--- src/rtl/frame_sequencer_pkg.sv ---
// frame_sequencer_pkg: sequencer states, LUT geometry defaults and the
// enable-permutation periods shared by the frame sequencer files.
package frame_sequencer_pkg;

  localparam int PADDR    = 8;
  localparam int PDATA    = 8;
  localparam int PERM_W   = 6;
  localparam int B_PERIOD = 10;
  localparam int C_PERIOD = 20;
  localparam int G_PERIOD = 40;

  typedef enum logic [2:0] {
    S_IDLE,
    S_LUT_LOAD,
    S_LUT_FLUSH,
    S_STREAM,
    S_DONE
  } seq_state_t;

endpackage

--- src/rtl/frame_sequencer_pix_pipe_reg.sv ---
// pix_pipe_reg: one-stage valid/ready register carrying {eof, eol, pixel}
// from the upstream pixel port to the datapath.
module pix_pipe_reg #(
  parameter int W = 26
) (
  input  logic         clk,
  input  logic         reset,
  input  logic         in_valid_i,
  input  logic [W-1:0] in_data_i,
  output logic         in_ready_o,
  output logic         out_valid_o,
  output logic [W-1:0] out_data_o,
  input  logic         out_ready_i
);

  logic         valid_q;
  logic [W-1:0] data_q;

  assign in_ready_o  = ~valid_q | out_ready_i;
  assign out_valid_o = valid_q;
  assign out_data_o  = data_q;

  always_ff @(posedge clk) begin
    if (reset) begin
      valid_q <= 1'b0;
      data_q  <= '0;
    end else if (in_valid_i && in_ready_o) begin
      valid_q <= 1'b1;
      data_q  <= in_data_i;
    end else if (out_ready_i) begin
      valid_q <= 1'b0;
    end
  end

endmodule

--- src/rtl/frame_sequencer.sv ---
// frame_sequencer: loads the gamma LUT, then streams one frame with enables
// and row/frame markers. FRAME_SEQ_ENABLE_PERMUTE_EN toggles enables by count.
module frame_sequencer
  import frame_sequencer_pkg::*;
#(
  parameter int NUM_CH    = 3,
  parameter int PIX_W     = PDATA,
  parameter int LUT_DEPTH = 1 << PADDR,
  parameter int DIM_W     = 12,
  localparam int ADDR_W   = $clog2(LUT_DEPTH)
) (
  input  logic                    clk,
  input  logic                    reset,
  input  logic                    start,
  input  logic                    skip_lut,
  input  logic [DIM_W-1:0]        img_width,
  input  logic [DIM_W-1:0]        img_height,
  input  logic                    mode_g,
  input  logic                    mode_c,
  input  logic                    mode_b,
  input  logic                    lut_in_valid,
  output logic                    lut_in_ready,
  input  logic [PIX_W-1:0]        lut_in_data,
  output logic                    glut_write_en_n,
  output logic [ADDR_W-1:0]       glut_from,
  output logic [PIX_W-1:0]        glut_to,
  input  logic                    pix_in_valid,
  output logic                    pix_in_ready,
  input  logic [NUM_CH*PIX_W-1:0] pix_in_data,
  output logic [NUM_CH*PIX_W-1:0] color_in,
  output logic                    color_in_valid,
  input  logic                    datapath_ready,
  output logic                    g_en,
  output logic                    c_en,
  output logic                    b_en,
  output logic                    eol,
  output logic                    eof,
  output logic                    busy,
  output logic                    done
);

  localparam int PW = NUM_CH * PIX_W;

  seq_state_t state_q, state_d;

  logic [DIM_W-1:0]  w_q, h_q;
  logic [DIM_W-1:0]  col_q, col_d;
  logic [DIM_W-1:0]  row_q, row_d;
  logic              mg_q, mc_q, mb_q;
  logic [ADDR_W-1:0] lut_cnt_q;
  logic              we_n_q;
  logic [ADDR_W-1:0] from_q;
  logic [PIX_W-1:0]  to_q;
  logic              in_done_q;

  logic          start_ok;
  logic          stream;
  logic          zero_dim;
  logic          lut_acc;
  logic          lut_last;
  logic          pipe_rdy;
  logic          pix_acc;
  logic          xfer;
  logic          in_eol;
  logic          in_eof;
  logic [PW+1:0] pipe_out;

  assign start_ok = (state_q == S_IDLE) & start;
  assign stream   = (state_q == S_STREAM);
  assign zero_dim = (w_q == '0) | (h_q == '0);
  assign lut_acc  = lut_in_valid & lut_in_ready;
  assign lut_last = (lut_cnt_q == ADDR_W'(LUT_DEPTH - 1));
  assign in_eol   = (col_q == w_q - DIM_W'(1));
  assign in_eof   = in_eol & (row_q == h_q - DIM_W'(1));
  assign pix_acc  = pix_in_valid & pix_in_ready;
  assign xfer     = color_in_valid & datapath_ready;

  assign lut_in_ready = (state_q == S_LUT_LOAD);
  // in_done_q stops upstream once the eof pixel sits in the register
  assign pix_in_ready = stream & ~zero_dim & ~in_done_q & pipe_rdy;

  pix_pipe_reg #(
    .W (PW + 2)
  ) u_pipe (
    .clk         (clk),
    .reset       (reset),
    .in_valid_i  (pix_acc),
    .in_data_i   ({in_eof, in_eol, pix_in_data}),
    .in_ready_o  (pipe_rdy),
    .out_valid_o (color_in_valid),
    .out_data_o  (pipe_out),
    .out_ready_i (datapath_ready)
  );

  assign color_in = pipe_out[PW-1:0];
  assign eol      = color_in_valid & pipe_out[PW];
  assign eof      = color_in_valid & pipe_out[PW+1];

  assign glut_write_en_n = we_n_q;
  assign glut_from       = from_q;
  assign glut_to         = to_q;
  assign busy            = (state_q != S_IDLE);
  assign done            = (state_q == S_DONE);

  always_comb begin
    state_d = state_q;
    unique case (state_q)
      S_IDLE: begin
        if (start) state_d = skip_lut ? S_STREAM : S_LUT_LOAD;
      end
      S_LUT_LOAD: begin
        if (lut_acc && lut_last) state_d = S_LUT_FLUSH;
      end
      S_LUT_FLUSH: state_d = S_STREAM;
      S_STREAM: begin
        if (zero_dim || (xfer && eof)) state_d = S_DONE;
      end
      S_DONE:  state_d = S_IDLE;
      default: state_d = S_IDLE;
    endcase
  end

  always_comb begin
    col_d = col_q;
    row_d = row_q;
    if (pix_acc) begin
      if (in_eol) begin
        col_d = '0;
        row_d = row_q + DIM_W'(1);
      end else begin
        col_d = col_q + DIM_W'(1);
      end
    end
  end

  always_ff @(posedge clk) begin
    if (reset) begin
      state_q   <= S_IDLE;
      w_q       <= '0;
      h_q       <= '0;
      col_q     <= '0;
      row_q     <= '0;
      mg_q      <= 1'b0;
      mc_q      <= 1'b0;
      mb_q      <= 1'b0;
      lut_cnt_q <= '0;
      we_n_q    <= 1'b1;
      from_q    <= '0;
      to_q      <= '0;
      in_done_q <= 1'b0;
    end else begin
      state_q <= state_d;
      col_q   <= col_d;
      row_q   <= row_d;
      we_n_q  <= ~lut_acc;
      if (lut_acc) begin
        from_q    <= lut_cnt_q;
        to_q      <= lut_in_data;
        lut_cnt_q <= lut_cnt_q + 1'b1;
      end
      if (pix_acc && in_eof) in_done_q <= 1'b1;
      if (start_ok) begin
        w_q       <= img_width;
        h_q       <= img_height;
        mg_q      <= mode_g;
        mc_q      <= mode_c;
        mb_q      <= mode_b;
        lut_cnt_q <= '0;
        col_q     <= '0;
        row_q     <= '0;
        in_done_q <= 1'b0;
      end
    end
  end

`ifdef FRAME_SEQ_ENABLE_PERMUTE_EN
  logic [PERM_W-1:0] pb_q, pc_q, pg_q;
  logic              tb_q, tc_q, tg_q;
  logic              wb, wc, wg;

  assign wb = (pb_q == PERM_W'(B_PERIOD - 1));
  assign wc = (pc_q == PERM_W'(C_PERIOD - 1));
  assign wg = (pg_q == PERM_W'(G_PERIOD - 1));

  // each enable flips when its own transfer counter wraps
  always_ff @(posedge clk) begin
    if (reset || start_ok) begin
      pb_q <= '0;
      pc_q <= '0;
      pg_q <= '0;
      tb_q <= 1'b0;
      tc_q <= 1'b0;
      tg_q <= 1'b0;
    end else if (xfer) begin
      pb_q <= wb ? '0 : pb_q + 1'b1;
      pc_q <= wc ? '0 : pc_q + 1'b1;
      pg_q <= wg ? '0 : pg_q + 1'b1;
      tb_q <= tb_q ^ wb;
      tc_q <= tc_q ^ wc;
      tg_q <= tg_q ^ wg;
    end
  end

  assign g_en = stream & (mg_q ^ tg_q);
  assign c_en = stream & (mc_q ^ tc_q);
  assign b_en = stream & (mb_q ^ tb_q);
`else
  assign g_en = stream & mg_q;
  assign c_en = stream & mc_q;
  assign b_en = stream & mb_q;
`endif

endmodule

--- config.mk ---
export PLATFORM = sky130hd
export DESIGN_NAME = frame_sequencer
export DESIGN_NICKNAME = d
export VERILOG_FILES = /design/src/rtl/frame_sequencer_pkg.sv /design/src/rtl/frame_sequencer_pix_pipe_reg.sv /design/src/rtl/frame_sequencer.sv
export SDC_FILE = /design/constraint.sdc
export NUM_CORES = 1
export LEC_CHECK = 0
export CORE_ASPECT_RATIO = 1.2
export CORE_MARGIN = 5
export CORE_UTILIZATION = 25
export CTS_CLUSTER_SIZE = 14
export DETAILED_ROUTE_END_ITERATION = 12
export GPL_TIMING_DRIVEN = 1
export PLACE_DENSITY = 0.48
export RECOVER_POWER = 100
export SKIP_LAST_GASP = 1
export SYNTH_ARGS = -nofsm -noshare
export SYNTH_HDL_FRONTEND = slang
export SYNTH_SLANG_ARGS = --single-unit
--- constraint.sdc ---
create_clock -name clk -period 8 [get_ports clk]
set_input_delay 1.2 -clock clk [delete_from_list [all_inputs] [get_ports clk]]
set_output_delay 1.2 -clock clk [all_outputs]
set_load 0.05 [all_outputs]
# Word-level counts from Yosys, hierarchy flattened
# Cells that the tools add are included.
[op_classes]
addsub = 5
n_eq_ne = 10
muxes = 8
bitwise = 19
reduce_logical = 13
[ops]
columns = ["cell", "n"]
rows = [
  ["$add 12x1->12 const B", 2],
  ["$eq 12x12->1", 2],
  ["$logic_not 12->1", 2],
  ["$sub 12x1->12 const B", 2],
  ["$and 1x1->1", 13],
  ["$mux 12", 1],
  ["$pmux 3 s4", 1],
  ["$mux 3", 3],
  ["$add 8x1->8 const B", 1],
  ["$eq 8x8->1 const B", 1],
  ["$eq 3x2->1 const B", 2],
  ["$logic_and 1x1->1", 4],
  ["$ne 2x1->1 const B", 2],
  ["$not 1->1", 4],
  ["$eq 3x1->1 const B", 1],
  ["$eq 3x3->1 const B", 1],
  ["$logic_not 3->1", 1],
  ["$reduce_and 3->1", 1],
  ["$reduce_bool 3->1", 1],
  ["$mux 1", 2],
  ["$mux 2", 1],
  ["$ne 2x2->1 const B", 1],
  ["$or 1x1->1", 2],
  ["$reduce_and 2->1", 1],
  ["3 further kinds", 3],
]
[totals]
regBits = 107
inputBits = 66
out_inout_bits = 51

# Logic depth before layout (Yosys ltp)
# Gate-level depths: netlist of the first run.
[logic_depth]
word_depth = 9
mapped_depth = 10
ltp_nobuf = 8

# Modules after synthesis
# A second synthesis of the first run with hierarchy kept.
[hier_totals]
hier_cells = 663
hier_area_um2 = 5469.0
[by_module_without_submodules]
columns = ["mod", "instances", "cells_each", "area_each_um2", "seq_area_each_um2"]
rows = [
  ["frame_sequencer", 1, 540, 4205.3, 1601.5],
  ["pix_pipe_reg", 1, 123, 1263.7, 540.5],
]

# Worst setup path before layout of the first run
# Ideal clock, no wire load.
[synth_path]
path_kind = "input to output"
start = "input port datapath_ready"
end = "output port pix_in_ready"
arrival_ns = 2.296
required_ns = 6.800
setup_slack_ns = 4.504
cell_stages = 2
cell_sequence = "nor2b_1 > nor3_1"
[synth_between]
elab_chain_cells = 2
[synth_rtl]
columns = ["element", "line_no", "source"]
rows = [
  ["from (decl)", "frame_sequencer.sv:32", "input logic datapath_ready,"],
  ["$or 1x1->1", "frame_sequencer_pix_pipe_reg.sv:19", "assign in_ready_o = ~valid_q | out_ready_i;"],
  ["$and 1x1->1", "frame_sequencer.sv:80", "assign pix_in_ready = stream & ~zero_dim & ~in_done_q & pipe_rdy;"],
  ["to (decl)", "frame_sequencer.sv:28", "output logic pix_in_ready,"],
]
# No other way between the ends.

# Worst setup path in the final report of the first run
[layout_path]
start = "input port reset"
end = "register in_done_q"
[layout_between]
elab_chain_cells = 1
[layout_rtl]
columns = ["element", "line_no", "source"]
rows = [
  ["from (decl)", "frame_sequencer.sv:13", "input logic reset,"],
  ["$reduce_or 2->1 (no source line)", "--", ""],
  ["to (signal assigned)", "frame_sequencer.sv:150", "in_done_q <= 1'b0;"],
  ["to (signal assigned)", "frame_sequencer.sv:161", "if (pix_acc && in_eof) in_done_q <= 1'b1;"],
  ["to (signal assigned)", "frame_sequencer.sv:171", "in_done_q <= 1'b0;"],
  ["to (decl)", "frame_sequencer.sv:54", "logic in_done_q;"],
]
# No other way between the ends.
# A chain may end at the register's enable or synchronous reset.

==> results of run 1 <==
power groups by stage:
stage	clock network (W)	logic (W)	registers, W
after floorplan	0	0.000225	0.000600
after global placement	0	0.000331	0.000603
after CTS	0.000444	0.000329	0.000591
final	0.000428	0.000321	0.000590
after global routing	0.000459	0.000355	0.000595
after detailed placement	0	0.000327	0.000603
path summary, 6_finish.rpt:
| path | from | to | slack (ps) | cells after the start |
|---|---|---|---|---|
| setup / recovery | reset | in_done_q$_SDFFE_PP0P_ | 3010 | 7 |
| hold / removal | u_pipe.out_data_o[3]$_SDFFE_PP0P_ | u_pipe.out_data_o[3]$_SDFFE_PP0P_ | 450 | 2 |
| setup reg to reg | h_q[0]$_SDFFE_PP0P_ | u_pipe.out_data_o[24]$_SDFFE_PP0P_ | 4740 | 9 |
| hold reg to reg | u_pipe.out_data_o[3]$_SDFFE_PP0P_ | u_pipe.out_data_o[3]$_SDFFE_PP0P_ | 450 | 2 |
metal layers:
| layer | GRT usage | part of all wire | vias up |
|---|---|---|---|
| li1 | - | - | 2385 |
| met1 | 0.150 | 0.43 | 2172 |
| met2 | 0.224 | 0.51 | 69 |
| met3 | 0.0180 | 0.025 | 21 |
| met4 | 0.0590 | 0.031 | 0 |
| met5 | 0 | 0 | - |
final cells by class:
| class | instances | area [µm²] | area share |
|---|---|---|---|
| clock buffers | 9 | 225 | 0.0339 |
| well taps | 265 | 332 | 0.0499 |
| inverters | 10 | 37.5 | 0.00565 |
| repair buffers | 122 | 1200 | 0.180 |
| flip-flops and latches | 107 | 2140 | 0.323 |
| multi-input cells | 477 | 2660 | 0.400 |
| clock inverters | 6 | 50.0 | 0.00754 |
kinds of logic after synthesis:
| logic type | synth area share |
|---|---|
| simple gates | 0.281 |
| flops | 0.414 |
| xor+xnor | 0.0711 |
| fa+ha+maj | 0.0121 |
| compound gates | 0.139 |
| buf+inv | 0.0759 |
| mux | 0.00774 |
metrics by stage:
stage | instances | hold slack, ps | setup WS [ps] | utilization
floorplan | 662 | 432 | 4500 | -
detailed placement | 981 | 442 | 4080 | 0.313
CTS | 996 | 452 | 3690 | 0.327
global route | 996 | 472 | 2270 | 0.327
global placement | 981 | 441 | 4080 | 0.313
finish | 996 | 451 | 3010 | 0.327
sequential cells by signal, summed over array words and instances, names as in the netlist:
signal              count
col_q                  12
glut_from               8
glut_to                 8
glut_write_en_n         1
h_q                    12
in_done_q               1
lut_cnt_q               8
mb_q                    1
mc_q                    1
mg_q                    1
row_q                  12
state_q                 3
u_pipe.out_data_o      26
u_pipe.out_valid_o      1
w_q                    12
placed cells by master (no fill, tap or decap), types with 4 or more instances in the layout:
| cell | count |
|---|---|
| a21oi_1 | 86 |
| and2_1 | 10 |
| and3_1 | 7 |
| buf_4 | 5 |
| clkbuf_16 | 9 |
| clkdlybuf4s50_1 | 64 |
| dfxtp_1 | 107 |
| dlygate4sd3_1 | 51 |
| ha_1 | 5 |
| inv_1 | 10 |
| mux2i_1 | 4 |
| nand2_1 | 161 |
| nand2b_1 | 5 |
| nand3_1 | 16 |
| nand3b_1 | 4 |
| nand4_1 | 9 |
| nor2_1 | 17 |
| nor3_1 | 24 |
| nor3b_1 | 6 |
| nor4_1 | 12 |
| o21ai_0 | 6 |
| o31ai_1 | 9 |
| or3_1 | 8 |
| or4_1 | 11 |
| xnor2_1 | 25 |
| xor2_1 | 17 |
critical path: cells and delay by family:
family | cells | cell delay (ps)
buf+inv | 4 | 3490
simple gates | 2 | 280
compound gates | 1 | 220
==> metrics.csv, run 1 <==
stage;metric;value;unit
sta;clock skew;7.82;ps
global_route;Overflow after GRT;0;
setup_path;CP max-delay cell;clkbuf_1;
clocking;Clock Pin Slew Worst Setup and Hold Paths;80;ps
layout;Final #Nets;798;
placed_design;placed cell area;6370;µm²
sta;RSZ-0062 raised after global routing;no;
logic_synthesis;Seq/Total Area, Yosys;0.414;
floorplanning;die area;23700;µm²
floorplanning;Die Y;168;µm
global_route;vias in the first global route;4570;
power_and_ir_drop;Cell Pwr Density;202;nW/µm²
min_path;HP Class;register to register;
setup_path;Cell Chain, Critical Path;buf_2 > clkbuf_1 > inv_1 > nand2_1 > buf_4 > nor3_1 > a22o_1;
clocking;total clock sinks;107;
route;DRC;0;
floorplanning;Ports;117;
power_and_ir_drop;Static Leak;2.34;nW
route;WL per Instance;15.0;µm
floorplanning;initial core utilization;0.255;
clocking;H-Tree Depth;3;
route;Final ANT Viol Nets;0;
power_and_ir_drop;switching power total;0.000441;W
logic_synthesis;Post-Syn Instances;662;
global_route;initial antenna violation count;0;
logic_synthesis;Seq cells post-synth;107;
setup_path;crit path max fanout;75;
logic_synthesis;Synthesized Nets;733;
logic_synthesis;Post-synth ARST share;0;
logic_synthesis;Ys Warns;0;
clocking;total CTS buffers;9;
global_route;Global Route Usage Sum;0.127;
power_and_ir_drop;worst IR drop on VDD;0.000134;V
sta;worst slew pin tran;3500;ps
logic_synthesis;Main synth FF type;dfxtp_1;
setup_path;critical path class;input port to register;
setup_path;Arr. time, crit path;5240;ps
setup_path;CP Capture Type;register;
global_route;largest net degree at the start of global routing;76;
clocking;Resized Gates After CTS;0;
global_route;first-pass GRT wire length;24000;µm
run_status;run status;complete, but fails checks;
power_and_ir_drop;Reg power frac;0.441;
logic_synthesis;cell taking the most area after synthesis;dfxtp_1;
route;Initial DRC Count;216;
layout;fill count;2194;
route;via count;4647;
logic_synthesis;Yosys top cell area share;0.414;
power_and_ir_drop;P_int;0.000898;W
sta;crit path time final;4990;ps
power_and_ir_drop;power after layout;0.00134;W
power_and_ir_drop;clock share of power;0.320;
placed_design;IO Port Bufs;116;
logic_synthesis;Synth top cells by count;nand2_1, dfxtp_1, a21oi_1, clkbuf_1, xnor2_1;
sta;Hold Fails Final Rpt;0;
sta;TNS Setup;0;ps
sta;Worst slew margin;-1.33;
clocking;postcts setup bufs;0;
route;drt first pass iters;5;
sta;fin crit share;0.624;
route;Routed WL;15000;µm
logic_synthesis;Avg Cell Area, Syn;7.82;µm²
clocking;clk root buf;clkbuf_16;
sta;f_max;0.200;GHz
placed_design;Final Wtd Congestion;0.755;
floorplanning;core region area;20300;µm²
sta;Final Max Tran Viols;76;
sta;Final Setup Violations;0;
setup_path;CP peak stage delay;2440;ps
logic_synthesis;Unique masters post-synth;53;
setup_path;CP Data Required Time;8250;ps
floorplanning;die width;141;µm
floorplanning;row count;57;
clocking;Clock Latency Late Sink;350;ps
placed_design;post-detail-place hpwl;10700;µm
power_and_ir_drop;Sw Ratio;0.329;
clocking;maximum root-to-sink buffer count;2;
logic_synthesis;most common cell in the netlist;nand2_1;
power_and_ir_drop;Gate power share;0.240;
run_status;violated checks;max-capacitance violations, max-slew violations;
layout;Final Instance Area;6640;µm²
layout;antenna fix cells;0;
layout;Layout area overhead;28.3;%
logic_synthesis;synthesized area;5180;µm²
route;vias per cell;4.67;
logic_synthesis;synth top area cells;dfxtp_1, nand2_1, a21oi_1, xnor2_1, buf_4;
logic_synthesis;EDFF count, synth;0;
flow_run;MaxCap Viol Count;1;
setup_path;Worst Setup Start Kind;input port;
layout;layout cells sized above 1;0.0356;
clocking;CTS tree;yes;
clocking;Hold Buf Count CTS;0;
Note: power is estimated with default switching activity, not from simulation.
==> inputs of run 2 (changes only) <==
==> constraint.sdc (replaced) <==
create_clock -name clk -period 4.8 [get_ports clk]
set_input_delay 0.72 -clock clk [delete_from_list [all_inputs] [get_ports clk]]
set_output_delay 0.72 -clock clk [all_outputs]
set_load 0.05 [all_outputs]
==> metrics.csv, run 2 (synthesis gave the netlist of run 1 again) <==
stage;metric;value;unit;change
route;Routed WL;14500;µm;-2.9%
placed_design;placed cell area;6380;µm²;+0.12%
layout;layout cells sized above 1;0.0328;;-0.00278
setup_path;CP Capture Type;output pin;;
floorplanning;Ports;117;;unchanged
sta;RSZ-0062 raised after global routing;no;;
run_status;run status;finished, final reports clean;;
layout;commonest non-fill, non-tap cell in the layout;nand2_1;;
setup_path;Buf/Inv on CP;2;;-2
clocking;clk root buf;clkbuf_16;;
clocking;total clock sinks;107;;unchanged
sta;Worst slew margin;0.0696;;+1.40
power_and_ir_drop;worst IR drop on VDD;0.000166;V;+24%
sta;TNS Setup;0;ps;unchanged
route;vias per cell;4.61;;-1.2%
layout;Final #Nets;799;;+0.13%
setup_path;CP Data Required Time;4080;ps;-4170 ps
clocking;H-Tree Depth;3;;unchanged
layout;most frequent cells in the layout;nand2_1, dfxtp_1, a21oi_1;;
min_path;hold_sp;glut_to[1]$_SDFFE_PP0P_;;
setup_path;Critical R2R Launch;w_q[0]$_SDFFE_PP0P_;;
min_path;Hold Crit Depth;2;;unchanged
clocking;Hold Buf Count CTS;0;;unchanged
power_and_ir_drop;Static Leak;2.34;nW;+0.15%
floorplanning;Die Y;168;µm;unchanged
layout;Final Instance Count excl. Fillers;998;;+0.20%
placed_design;Post-Place Cells;982;;+0.10%
power_and_ir_drop;Cell Pwr Density;341;nW/µm²;+69%
clocking;postcts setup bufs;0;;unchanged
global_route;largest net degree at the start of global routing;75;;-1.3%
route;Initial DRC Count;248;;+15%
global_route;vias in the first global route;4416;;-3.4%
floorplanning;core region area;20300;µm²;unchanged
sta;fin crit share;0.780;;
setup_path;critical path class;register to output pin;;
sta;Final Setup Violations;0;;unchanged
layout;Final Instance Area;6650;µm²;+0.17%
setup_path;Worst path top cell family by delay;simple AND/OR/NAND/NOR gates;;
floorplanning;die area;23700;µm²;unchanged
layout;max reg flops;26;;unchanged
placed_design;post-detail-place hpwl;10400;µm;-3.4%
clocking;Clock Pin Slew Worst Setup and Hold Paths;80;ps;about the same
placed_design;IO Port Bufs;116;;unchanged
setup_path;Critical Path Stages;7;;unchanged
floorplanning;initial core utilization;0.255;;unchanged
clocking;total CTS buffers;9;;unchanged
flow_run;MaxCap Viol Count;0;;-1
sta;worst slew pin tran;1400;ps;-2100 ps
setup_path;Cell Chain, Critical Path;inv_1 > ha_1 > nor4b_1 > nand4b_1 > nand2_1 > nor3_1 > dlygate4sd3_1;;
sta;f_max;0.267;GHz;
sta;clock skew;11.6;ps;+3.73 ps
setup_path;crit path max fanout;6;;-92%
layout;Layout area overhead;28.5;%;
setup_path;Worst Setup Start Kind;register;;
route;Final ANT Viol Nets;0;;unchanged
clocking;maximum root-to-sink buffer count;2;;unchanged
setup_path;CP max-delay cell;dlygate4sd3_1;;
min_path;HP Class;register to register;;
global_route;initial antenna violation count;1;;+1
sta;Final Max Tran Viols;0;;-100%
setup_path;CP peak stage delay;790;ps;-1650 ps
global_route;first-pass GRT wire length;23300;µm;-2.9%
route;DRC;0;;unchanged
placed_design;Final Wtd Congestion;0.762;;+0.93%
sta;Hold Fails Final Rpt;0;;unchanged
clocking;Resized Gates After CTS;0;;unchanged
route;WL per Instance;14.6;µm;-3.1%
floorplanning;die width;141;µm;unchanged
global_route;Overflow after GRT;0;;unchanged
clocking;CTS tree;yes;;
route;via count;4601;;-0.99%
floorplanning;row count;57;;unchanged
clocking;Clock Latency Late Sink;360;ps;about the same
min_path;sink of the worst hold path;glut_to[1]$_SDFFE_PP0P_;;
route;drt first pass iters;4;;-1
setup_path;R2R Path End;col_q[1]$_SDFFE_PP0P_;;
sta;crit path time final;3740;ps;
setup_path;R2R cell count;8;;-1
setup_path;R2R setup slack;1490;ps;-3250 ps
global_route;Global Route Usage Sum;0.121;;-0.00535
setup_path;Arr. time, crit path;3020;ps;-2220 ps
==> run 2: cell count changes in the layout (fill, tap and decap cells not counted), sizes merged <==
| cell | previous run | this run |
|---|---|---|
| clkdlybuf4s50 | 64 | 62 |
| dlygate4sd3 | 51 | 53 |
| inv | 13 | 12 |
| diode | 0 | 1 |
| buf | 6 | 5 |
| bufinv | 0 | 1 |
| clkbuf | 10 | 12 |
==> run 2: cell type report <==
class	instances	area [µm²]
Multi-Input combinational cell	477	2640
Antenna cell	1	2.50
Tap cell	265	332
Inverter	10	37.5
Sequential cell	107	2140
Timing Repair Buffer	123	1200
Fill cell	2191	13700
Clock inverter	6	73.8
Clock buffer	9	225
==> run 2: power breakdown <==
group | internal [W] | switching, W | total, W
Clock | 0.000410 | 0.000357 | 0.000766
Combinational | 0.000206 | 0.000315 | 0.000521
Sequential | 0.000931 | 0.0000527 | 0.000983
Total | 0.00155 | 0.000724 | 0.00227
==> run 2: how the worst max path moves through the flow <==
stage                              end                 from
after floorplan           pix_in_ready  w_q[0]$_SDFFE_PP0P_
after global placement    pix_in_ready  h_q[0]$_SDFFE_PP0P_
after detailed placement  pix_in_ready  h_q[0]$_SDFFE_PP0P_
after CTS                 pix_in_ready  h_q[0]$_SDFFE_PP0P_
after global routing      pix_in_ready  h_q[0]$_SDFFE_PP0P_
final                     pix_in_ready  h_q[0]$_SDFFE_PP0P_
==> run 2: metal layers <==
metal / vias up / wire (µm) / GRT usage
met3: 15 / 316 / 0.0140
li1: 2386 / - / -
met4: 0 / 303 / 0.0493
met2: 60 / 7580 / 0.219
met1: 2140 / 6350 / 0.145
met5: - / 0 / 0
==> run 2: metrics by stage <==
step,hold WS [ps],total power [W],worst slack (ps),util
2_1_floorplan,432,0.00138,1800,-
3_3_place_gp,441,0.00155,1510,0.314
3_5_place_dp,445,0.00155,1450,0.314
4_1_cts,456,0.00232,1050,0.328
5_1_grt,474,0.00240,830,0.327
6_report,451,0.00227,1060,0.327
==> run 2: worst register-to-register path: cells and delay by family, from the launching register on <==
kind / cells / cell delay (ps)
compound gates: 2 / 800
fa+ha+maj: 1 / 190
buf+inv: 1 / 70
flops: 1 / 350
simple gates: 4 / 1730
